$ cat src/rtl/subckt_pattern_driver.sv
`default_nettype none
// ============================================================================
// Module   : subckt_pattern_driver
// Brief    : LFSR stimulus driver with LAT-aligned MISR response compaction.
//            Optional golden-signature compare via macro PDRV_GOLDEN_CMP_EN.
// Revision : 1.0 - initial release
// ============================================================================
module subckt_pattern_driver #(
    parameter logic [7:0]  SEED      = 8'hA5,
    parameter int          PAT_COUNT = 255,
    parameter int          LAT       = 2
`ifdef PDRV_GOLDEN_CMP_EN
    ,
    parameter logic [15:0] GOLDEN    = 16'h0000
`endif
) (
    input  logic        I1470_clk,
    input  logic        I1477_rst,
    input  logic        start,
    output logic [2:0]  stim,
    input  logic        resp,
    output logic        busy,
    output logic        done,
    output logic [15:0] signature
`ifdef PDRV_GOLDEN_CMP_EN
    ,
    output logic        match
`endif
);

    localparam logic [7:0]  C_PAT_LAST  = 8'(PAT_COUNT - 1);
    localparam logic [7:0]  C_LAT_LAST  = 8'(LAT - 1);
    localparam logic [15:0] C_MISR_POLY = 16'h1021;

    typedef enum logic [1:0] {
        S_IDLE  = 2'd0,
        S_DRIVE = 2'd1,
        S_DRAIN = 2'd2,
        S_DONE  = 2'd3
    } state_t;

    state_t         r_state;
    state_t         w_state_nxt;
    logic [7:0]     r_lfsr;
    logic [7:0]     r_cnt;
    logic [15:0]    r_sig;
    logic [15:0]    w_sig_nxt;
    logic [LAT-1:0] r_vld;
    logic           w_start_acc;
    logic           w_drive;
    logic           w_cap_en;
    logic           w_last;

    always_ff @(posedge I1470_clk) begin
        if (I1477_rst) begin
            r_state <= S_IDLE;
        end else begin
            r_state <= w_state_nxt;
        end
    end

    // w_last marks the final cycle of a timed phase and restarts the counter
    always_comb begin
        w_state_nxt = r_state;
        w_last      = 1'b0;
        stim        = 3'b000;
        busy        = 1'b0;
        done        = 1'b0;
        case (r_state)
            S_IDLE: begin
                if (start) begin
                    w_state_nxt = S_DRIVE;
                end
            end
            S_DRIVE: begin
                stim   = r_lfsr[2:0];
                busy   = 1'b1;
                w_last = (r_cnt == C_PAT_LAST);
                if (w_last) begin
                    w_state_nxt = S_DRAIN;
                end
            end
            S_DRAIN: begin
                busy   = 1'b1;
                w_last = (r_cnt == C_LAT_LAST);
                if (w_last) begin
                    w_state_nxt = S_DONE;
                end
            end
            S_DONE: begin
                done        = 1'b1;
                w_state_nxt = S_IDLE;
            end
            default: begin
                w_state_nxt = S_IDLE;
            end
        endcase
    end

    assign w_start_acc = (r_state == S_IDLE) && start;
    assign w_drive     = (r_state == S_DRIVE);
    assign w_cap_en    = r_vld[LAT-1];

    assign w_sig_nxt = w_cap_en
                     ? ({r_sig[14:0], 1'b0} ^ (r_sig[15] ? C_MISR_POLY : 16'h0000)
                        ^ {15'b0, resp})
                     : r_sig;

    always_ff @(posedge I1470_clk) begin
        if (I1477_rst) begin
            r_lfsr <= SEED;
            r_cnt  <= '0;
            r_sig  <= '0;
        end else begin
            if (w_start_acc) begin
                r_lfsr <= SEED;
                r_sig  <= '0;
            end else begin
                if (w_drive) begin
                    r_lfsr <= {r_lfsr[6:0], r_lfsr[7] ^ r_lfsr[5] ^ r_lfsr[4] ^ r_lfsr[3]};
                end
                r_sig <= w_sig_nxt;
            end
            if (w_start_acc || w_last) begin
                r_cnt <= '0;
            end else if (busy) begin
                r_cnt <= r_cnt + 8'd1;
            end
        end
    end

    // Delay the DRIVE flag by the subcircuit latency so capture lines up with resp
    generate
        if (LAT == 1) begin : g_cap_lat1
            always_ff @(posedge I1470_clk) begin
                if (I1477_rst) begin
                    r_vld <= '0;
                end else begin
                    r_vld <= w_drive;
                end
            end
        end else begin : g_cap_latn
            always_ff @(posedge I1470_clk) begin
                if (I1477_rst) begin
                    r_vld <= '0;
                end else begin
                    r_vld <= {r_vld[LAT-2:0], w_drive};
                end
            end
        end
    endgenerate

    assign signature = r_sig;

`ifdef PDRV_GOLDEN_CMP_EN
    logic r_match;

    // Compare the value being loaded on the DRAIN->DONE edge so match is valid in DONE
    always_ff @(posedge I1470_clk) begin
        if (I1477_rst) begin
            r_match <= 1'b0;
        end else if (w_start_acc) begin
            r_match <= 1'b0;
        end else if ((r_state == S_DRAIN) && (w_state_nxt == S_DONE)) begin
            r_match <= (w_sig_nxt == GOLDEN);
        end
    end

    assign match = r_match;
`endif

endmodule
`default_nettype wire

$ cat config.mk
export PLATFORM = sky130hd
export DESIGN_NAME = subckt_pattern_driver
export DESIGN_NICKNAME = d
export VERILOG_FILES = /design/src/rtl/subckt_pattern_driver.sv
export SDC_FILE = /design/constraint.sdc
export NUM_CORES = 1
export LEC_CHECK = 0
export BUFFER_PORTS_ARGS = -buffer_cell sky130_fd_sc_hd__buf_2
export CORE_AREA = 2 2 72 53
export CTS_CLUSTER_SIZE = 28
export DETAILED_ROUTE_END_ITERATION = 8
export DIE_AREA = 0 0 74 55
export MAX_ROUTING_LAYER = met4
export PLACE_DENSITY = 0.78
export RECOVER_POWER = 25
export SYNTH_ARGS = -nofsm -noshare
export SYNTH_HDL_FRONTEND = slang
export SYNTH_SLANG_ARGS = --single-unit
$ cat constraint.sdc
create_clock -name I1470_clk -period 1.5 [get_ports I1470_clk]
set_input_delay 0.225 -clock I1470_clk [delete_from_list [all_inputs] [get_ports I1470_clk]]
set_output_delay 0.225 -clock I1470_clk [all_outputs]
set_load 0.005 [all_outputs]
==> impl_metrics.toml, run 1 <==
[route]
vias = 1292
avgViaCountPerCell = 4.91
routed_wl_mm = 3.32
ant_nets = 0
wl_per_cell_um = 12.6
dr.first_iter.drc_count = 57
drc_errors = 0
dr.pass1.iters = 4

[power_and_ir_drop]
cellPowerDensity_nw_per_um2 = 1580
irDropWorstVdd_uv = 1000
power.total_mw = 3.31
p_leak_nw = 0.801

[final_layout]
drive_gt1_share_pct = 29.6
antenna_cells = 0
final_cell_mix = "dfxtp_1 (30), nor2_1 (25), mux2i_1 (19)"
area_delta_synth_final_pct = 28.6
mostFrequentLayoutCell = "dfxtp_1"
nets = 223

[sta]
setup_viol = 0
relSlewSlack_pct = 76.5
whs_ps = 143
finClkSkew_ps = 7.14
post-route-min-period_ps = 1460
rsz0062_at_grt = "true"
worstMarginPinSlew_ps = 349
hold_viol_final = 0
fmax_ghz = 0.683
drv_slew = 0
timing.final.crit_share_pct = 97.6
fin_ws_ps = 35.3

[clock_tree]
clock_latency_ps = 280
ctsHoldBuffers = 0
clock_path_buffers = 2
htree_levels = 2
tritoncts = "built"
numCtsBuffers = 5
clock-root-buffer = "clkbuf_8"
clock_sinks = 36
cts.clk_slew.worst_paths_ps = 70

[worst_setup_path]
startpoint_type = "register"
cp_slowest_cell = "dfxtp_2"
path_cells = "inv_4, ha_4, buf_4, and2_1, buf_2"
crit_arrival_ps = 1240
path_max_fanout = 3
critPathKind = "register to output pin"
crit_buf_inv = 3
crit_family = "flip-flops"
end_kind = "output pin"
max_stage_delay_ps = 350
required_ps = 1270

[placed_design]
dpl_worst_slack_ps = -15.7
io_buffers = 24
gp_congestion = 0.906
hpwl_mm = 2.34

[synth]
synth-edff-count = 0
syn-num-nets = 184
ys_types = 36
synthCells = 173
synth-main-ff-cell = "dfxtp_1"
yosys_warnings = 0
yosysSeqAreaShare_pct = 44.3
async_flop_share_pct = 0
syn-mean-instance-area_um2 = 9.40
ys_seq_elements = 36
syn_area_um2 = 1630

[floorplan]
start_util_pct = 47.8
die-height_um = 55
num_rows = 18
core_area_um2 = 3400
die_x_um = 74
ios = 25
die_area_um2 = 4070

[grt]
antenna_found_initial = 0
first_global_vias = 1113
grt_pass1_wl_mm = 5.00
grt_remaining_overflow = 0
grt_use_total_pct = 17.2
grt_max_degree = 23

[outcome]
status = "complete, no violations"

[flow_run]
cap_violations = 0

[worst_hold_path]
hold_class = "input pin to register"
## worst reg2reg max path, stage by stage, from the launching register on
cell and delay, ps:
dfxtp_4 360, inv_2 60, ha_4 110, nor4b_4 210
nand2_1 130, a221oi_4 280, mux2i_1 230
## where the power goes
group          switching, mW  total [mW]  internal [mW]
logic                  0.608        1.31          0.701
registers             0.0835        1.15           1.07
clock network          0.350       0.842          0.492
## path summary, 6_finish.rpt
| kind | start | endpoint | slack, ps | cells past startpoint |
|---|---|---|---|---|
| setup reg to reg | r_cnt[1] | r_state[0] | 50 | 6 |
| hold reg to reg | r_vld[0] | r_vld[1] | 440 | 1 |
| setup / recovery | r_state[1] | stim[0] | 40 | 5 |
| hold / removal | I1477_rst | r_vld[0] | 140 | 2 |
## final cells by class
type | instances | area, µm²
flip-flops and latches | 36 | 731
well taps | 50 | 62.6
clock buffers | 5 | 68.8
clock inverters | 3 | 42.5
repair buffers | 42 | 264
fillers | 293 | 1310
inverters | 7 | 28.8
multi-input cells | 120 | 895
## per-stage QoR
step	cell area, µm²	setup TNS (ps)	util (%)	instances
final	2090	0	61.5	263
after detailed placement	1890	-15.7	55.5	253
after global placement	1890	0	55.5	253
after CTS	2030	0	59.8	261
after global routing	2090	-43.2	61.5	263
after floorplan	1630	0	-	173
## timing repair
action	CTS	global route
gates cloned	0	0
setup endpoints to repair	6	13
pin swaps	2	2
buffers inserted	0	2
resized for setup	8	15
## cells by family (layout without fill, tap and decap cells)
kind of cell	count (synthesis)	after routing	synth area share, %
flops	36	36	44.3
buf+inv	17	57	5.15
simple gates	61	61	18.5
fa+ha+maj	7	7	5.38
mux	19	19	11.7
compound gates	24	24	10.1
xor+xnor	9	9	4.85
## state kept, by name (all words and copies together), names as in the netlist
register   flops
r_vld          2
r_cnt          8
r_lfsr         8
signature     16
r_state        2
## synth_stat cells, drive strengths merged (4+ instances only)
master | n | share of area [%]
nand3 | 5 | 1.5
mux2i | 19 | 12
nor3 | 4 | 1.2
a21oi | 6 | 1.8
dfxtp | 36 | 44
nand2 | 12 | 2.9
buf | 8 | 3.1
nor2 | 25 | 5.8
a211oi | 6 | 2.8
xnor2 | 7 | 3.8
inv | 7 | 1.6
ha | 7 | 5.4
## routing by layer
metal	global-route usage, %	vias to the layer above	routed length [µm]
li1	-	670	-
met1	22.2	586	1610
met2	25.7	33	1510
met3	6.52	3	175
met4	3.64	0	15
met5	-	-	0
Power figures use the tool's default switching activity.
==> run 2, diff against run 1 <==
- ABC_AREA: not set -> 1
- CORE_AREA: 2 2 72 53 -> 2 2 71 53
- DIE_AREA: 0 0 74 55 -> 0 0 73 55
- GPL_TIMING_DRIVEN: not set -> 0
- PLACE_DENSITY: 0.78 -> 0.79
==> impl_metrics.toml, run 2 <==
[route]
avgViaCountPerCell = 4.72
drc_errors = 0
dr.first_iter.drc_count = 138
ant_nets = 0
vias = 1389
wl_per_cell_um = 10.9
dr.pass1.iters = 4
routed_wl_mm = 3.20

[power_and_ir_drop]
swShare_pct = 36.0
p_clk_share_pct = 23.3
cellPowerDensity_nw_per_um2 = 1570
seqPwrFrac_pct = 39.1
p_switching_mw = 1.08
power.total_mw = 3.00
p_leak_nw = 0.841
p_comb_share_pct = 37.7
irDropWorstVdd_uv = 833
p_int_mw = 1.92

[final_layout]
drive_gt1_share_pct = 18.1
largest_reg_flops = 16
mostFrequentLayoutCell = "nand2_1"
stdcell_count = 294
area_delta_synth_final_pct = 18.8
final_cell_mix = "nand2_1 (63), dfxtp_1 (34), nor2_1 (30)"
nets = 264
antenna_cells = 0
register_area_um2 = 723
nFillCells = 312
fin_util_pct = 56.9
multi_input_area_um2 = 787

[flow_run]
cap_violations = 0

[synth]
yosysSeqAreaShare_pct = 44.8
yosys_warnings = 0
ys_seq_elements = 36
synth_fa_ha_area_share_pct = 5.45
ys_types = 20
synth_top_family_by_area = "simple AND/OR/NAND/NOR gates"
synthSimpleGateAreaFrac_pct = 27.8
synth_compound_area_share_pct = 8.02
synth-main-ff-cell = "dfxtp_1"
synthMuxAreaShare_pct = 0
async_flop_share_pct = 0
synthTopCellsByArea = "dfxtp_1 (45%), nand2_1 (15%), nor2_1 (7.0%)"
synthCells = 219
syn-mean-instance-area_um2 = 7.34
syn-num-nets = 230
yosys.area.top_type = "dfxtp_1"
synth-edff-count = 0
yosysMostFrequentCell = "nand2_1"
synth_common_cells = "nand2_1 (63), dfxtp_1 (36), nor2_1 (30)"
synth-xor-area-share_pct = 5.99
syn_area_um2 = 1610
synth_top_area_share_pct = 44.8

[floorplan]
die_area_um2 = 4020
die-height_um = 55
die_x_um = 73
ios = 25
num_rows = 18
core_area_um2 = 3360
start_util_pct = 47.9

[clock_tree]
numCtsBuffers = 5
tritoncts = "built"
clock_latency_ps = 280
ctsHoldBuffers = 0
cts.clk_slew.worst_paths_ps = 70
clock_sinks = 36
clock_path_buffers = 2
clock-root-buffer = "clkbuf_8"
htree_levels = 2

[grt]
grt_pass1_wl_mm = 5.05
grt_remaining_overflow = 0
use_met1_pct = 23.6
grt_max_degree = 11
grt-busiest-layer = "met2"
grt_use_total_pct = 17.2
grt.met2_usage_pct = 24.9
first_global_vias = 1120
grt_use_met3_pct = 4.53
antenna_found_initial = 0

[worst_setup_path]
crit_arrival_ps = 1230
startpoint_type = "register"
regToRegEndpoint = "r_cnt[7]"
r2r_cells = 7
critPathKind = "register to output pin"
path_max_fanout = 8
r2r_slack_ps = 60
reg2reg_from = "r_state[0]"
required_ps = 1270
end_kind = "output pin"

[sta]
fin_ws_ps = 48.8
fmax_ghz = 0.689
setup_viol = 0
rsz0062_at_grt = "true"
finClkSkew_ps = 7.58
whs_ps = 191
worstMarginPinSlew_ps = 470
timing.final.crit_share_pct = 96.7
hold_viol_final = 0
relSlewSlack_pct = 68.6
drv_slew = 0
post-route-min-period_ps = 1450

[worst_hold_path]
hp-start = "I1477_rst"
hold_class = "input pin to register"
whs_path_depth = 2
hold_end = "r_vld[1]"

[placed_design]
dpl_worst_slack_ps = -85.3
gp_congestion = 0.874
io_buffers = 24
dp.cells = 283
hpwl_mm = 2.22

[outcome]
status = "complete, no violations"
-- run 2: cell types whose count changed after synthesis, moves of 5 or more --
cell and change:
a211oi_1 -6, nor2_1 +5, xnor2_1 -7, nand2_1 +52
mux2i_1 -19, inv_1 +15, a21oi_1 +13, xor2_1 +9
-- run 2: timing repair --
item                       CTS  global route
resized for setup            3             6
hold endpoints to repair     0             0
setup endpoints to repair   22            20
setup buffers                1             2
gates cloned                 0             0
pin swaps                    0             0
-- run 2: layer usage --
| layer | wire (µm) | vias to the layer above |
|---|---|---|
| met5 | 0 | - |
| met4 | 11 | 0 |
| met3 | 170 | 2 |
| met2 | 1390 | 29 |
| met1 | 1630 | 618 |
| li1 | - | 740 |
-- run 2: worst max path at each step --
stage | cells past startpoint | start | to | slack, ps
5_1_grt | 7 | r_state[0] | r_cnt[7] | -30
6_report | 6 | r_state[1] | stim[1] | 50
2_1_floorplan | 7 | r_state[0] | r_cnt[7] | 110
3_3_place_gp | 7 | r_state[0] | r_cnt[7] | -60
4_1_cts | 7 | r_state[0] | r_cnt[7] | -30
3_5_place_dp | 7 | r_state[1] | r_cnt[7] | -90
-- run 2: stage by stage --
stage	cell area, µm²	setup TNS [ps]
floorplan	1610	0
detailed placement	1780	-572
global route	1910	-58.6
CTS	1880	-27.3
finish	1910	0
global placement	1780	-188
-- run 2: final cells by class --
type / instances / area share, %
Buffer: 6 / 1.77
Clock buffer: 8 / 4.72
Inverter: 25 / 4.91
Multi-Input combinational cell: 152 / 41.2
Sequential cell: 36 / 37.9
Tap cell: 40 / 2.62
Timing Repair Buffer: 27 / 6.88
-- run 2: critical path: stages (launching register included) --
cell	delay [ps]
dfxtp_2	350
inv_2	60
ha_2	170
buf_6	130
nand2_1	70
inv_1	50
buf_2	120
-- run 2: cell families (layout without fill, tap and decap cells) --
family                   Yosys count  after routing
AO/OA/AOI/OAI                     25             25
XOR/XNOR                          11             11
adder cells (fa/ha/maj)            7              7
buffers and inverters             31             66
flip-flops                        36             36
AND/OR/NAND/NOR                  109            109
-- run 2: power groups by stage --
stage	sequential [mW]	clock, mW	combinational (mW)
2_1_floorplan	1.16	0	0.745
3_3_place_gp	1.18	0	0.945
3_5_place_dp	1.19	0	0.961
4_1_cts	1.16	0.717	1.01
5_1_grt	1.18	0.748	1.26
6_report	1.17	0.698	1.13
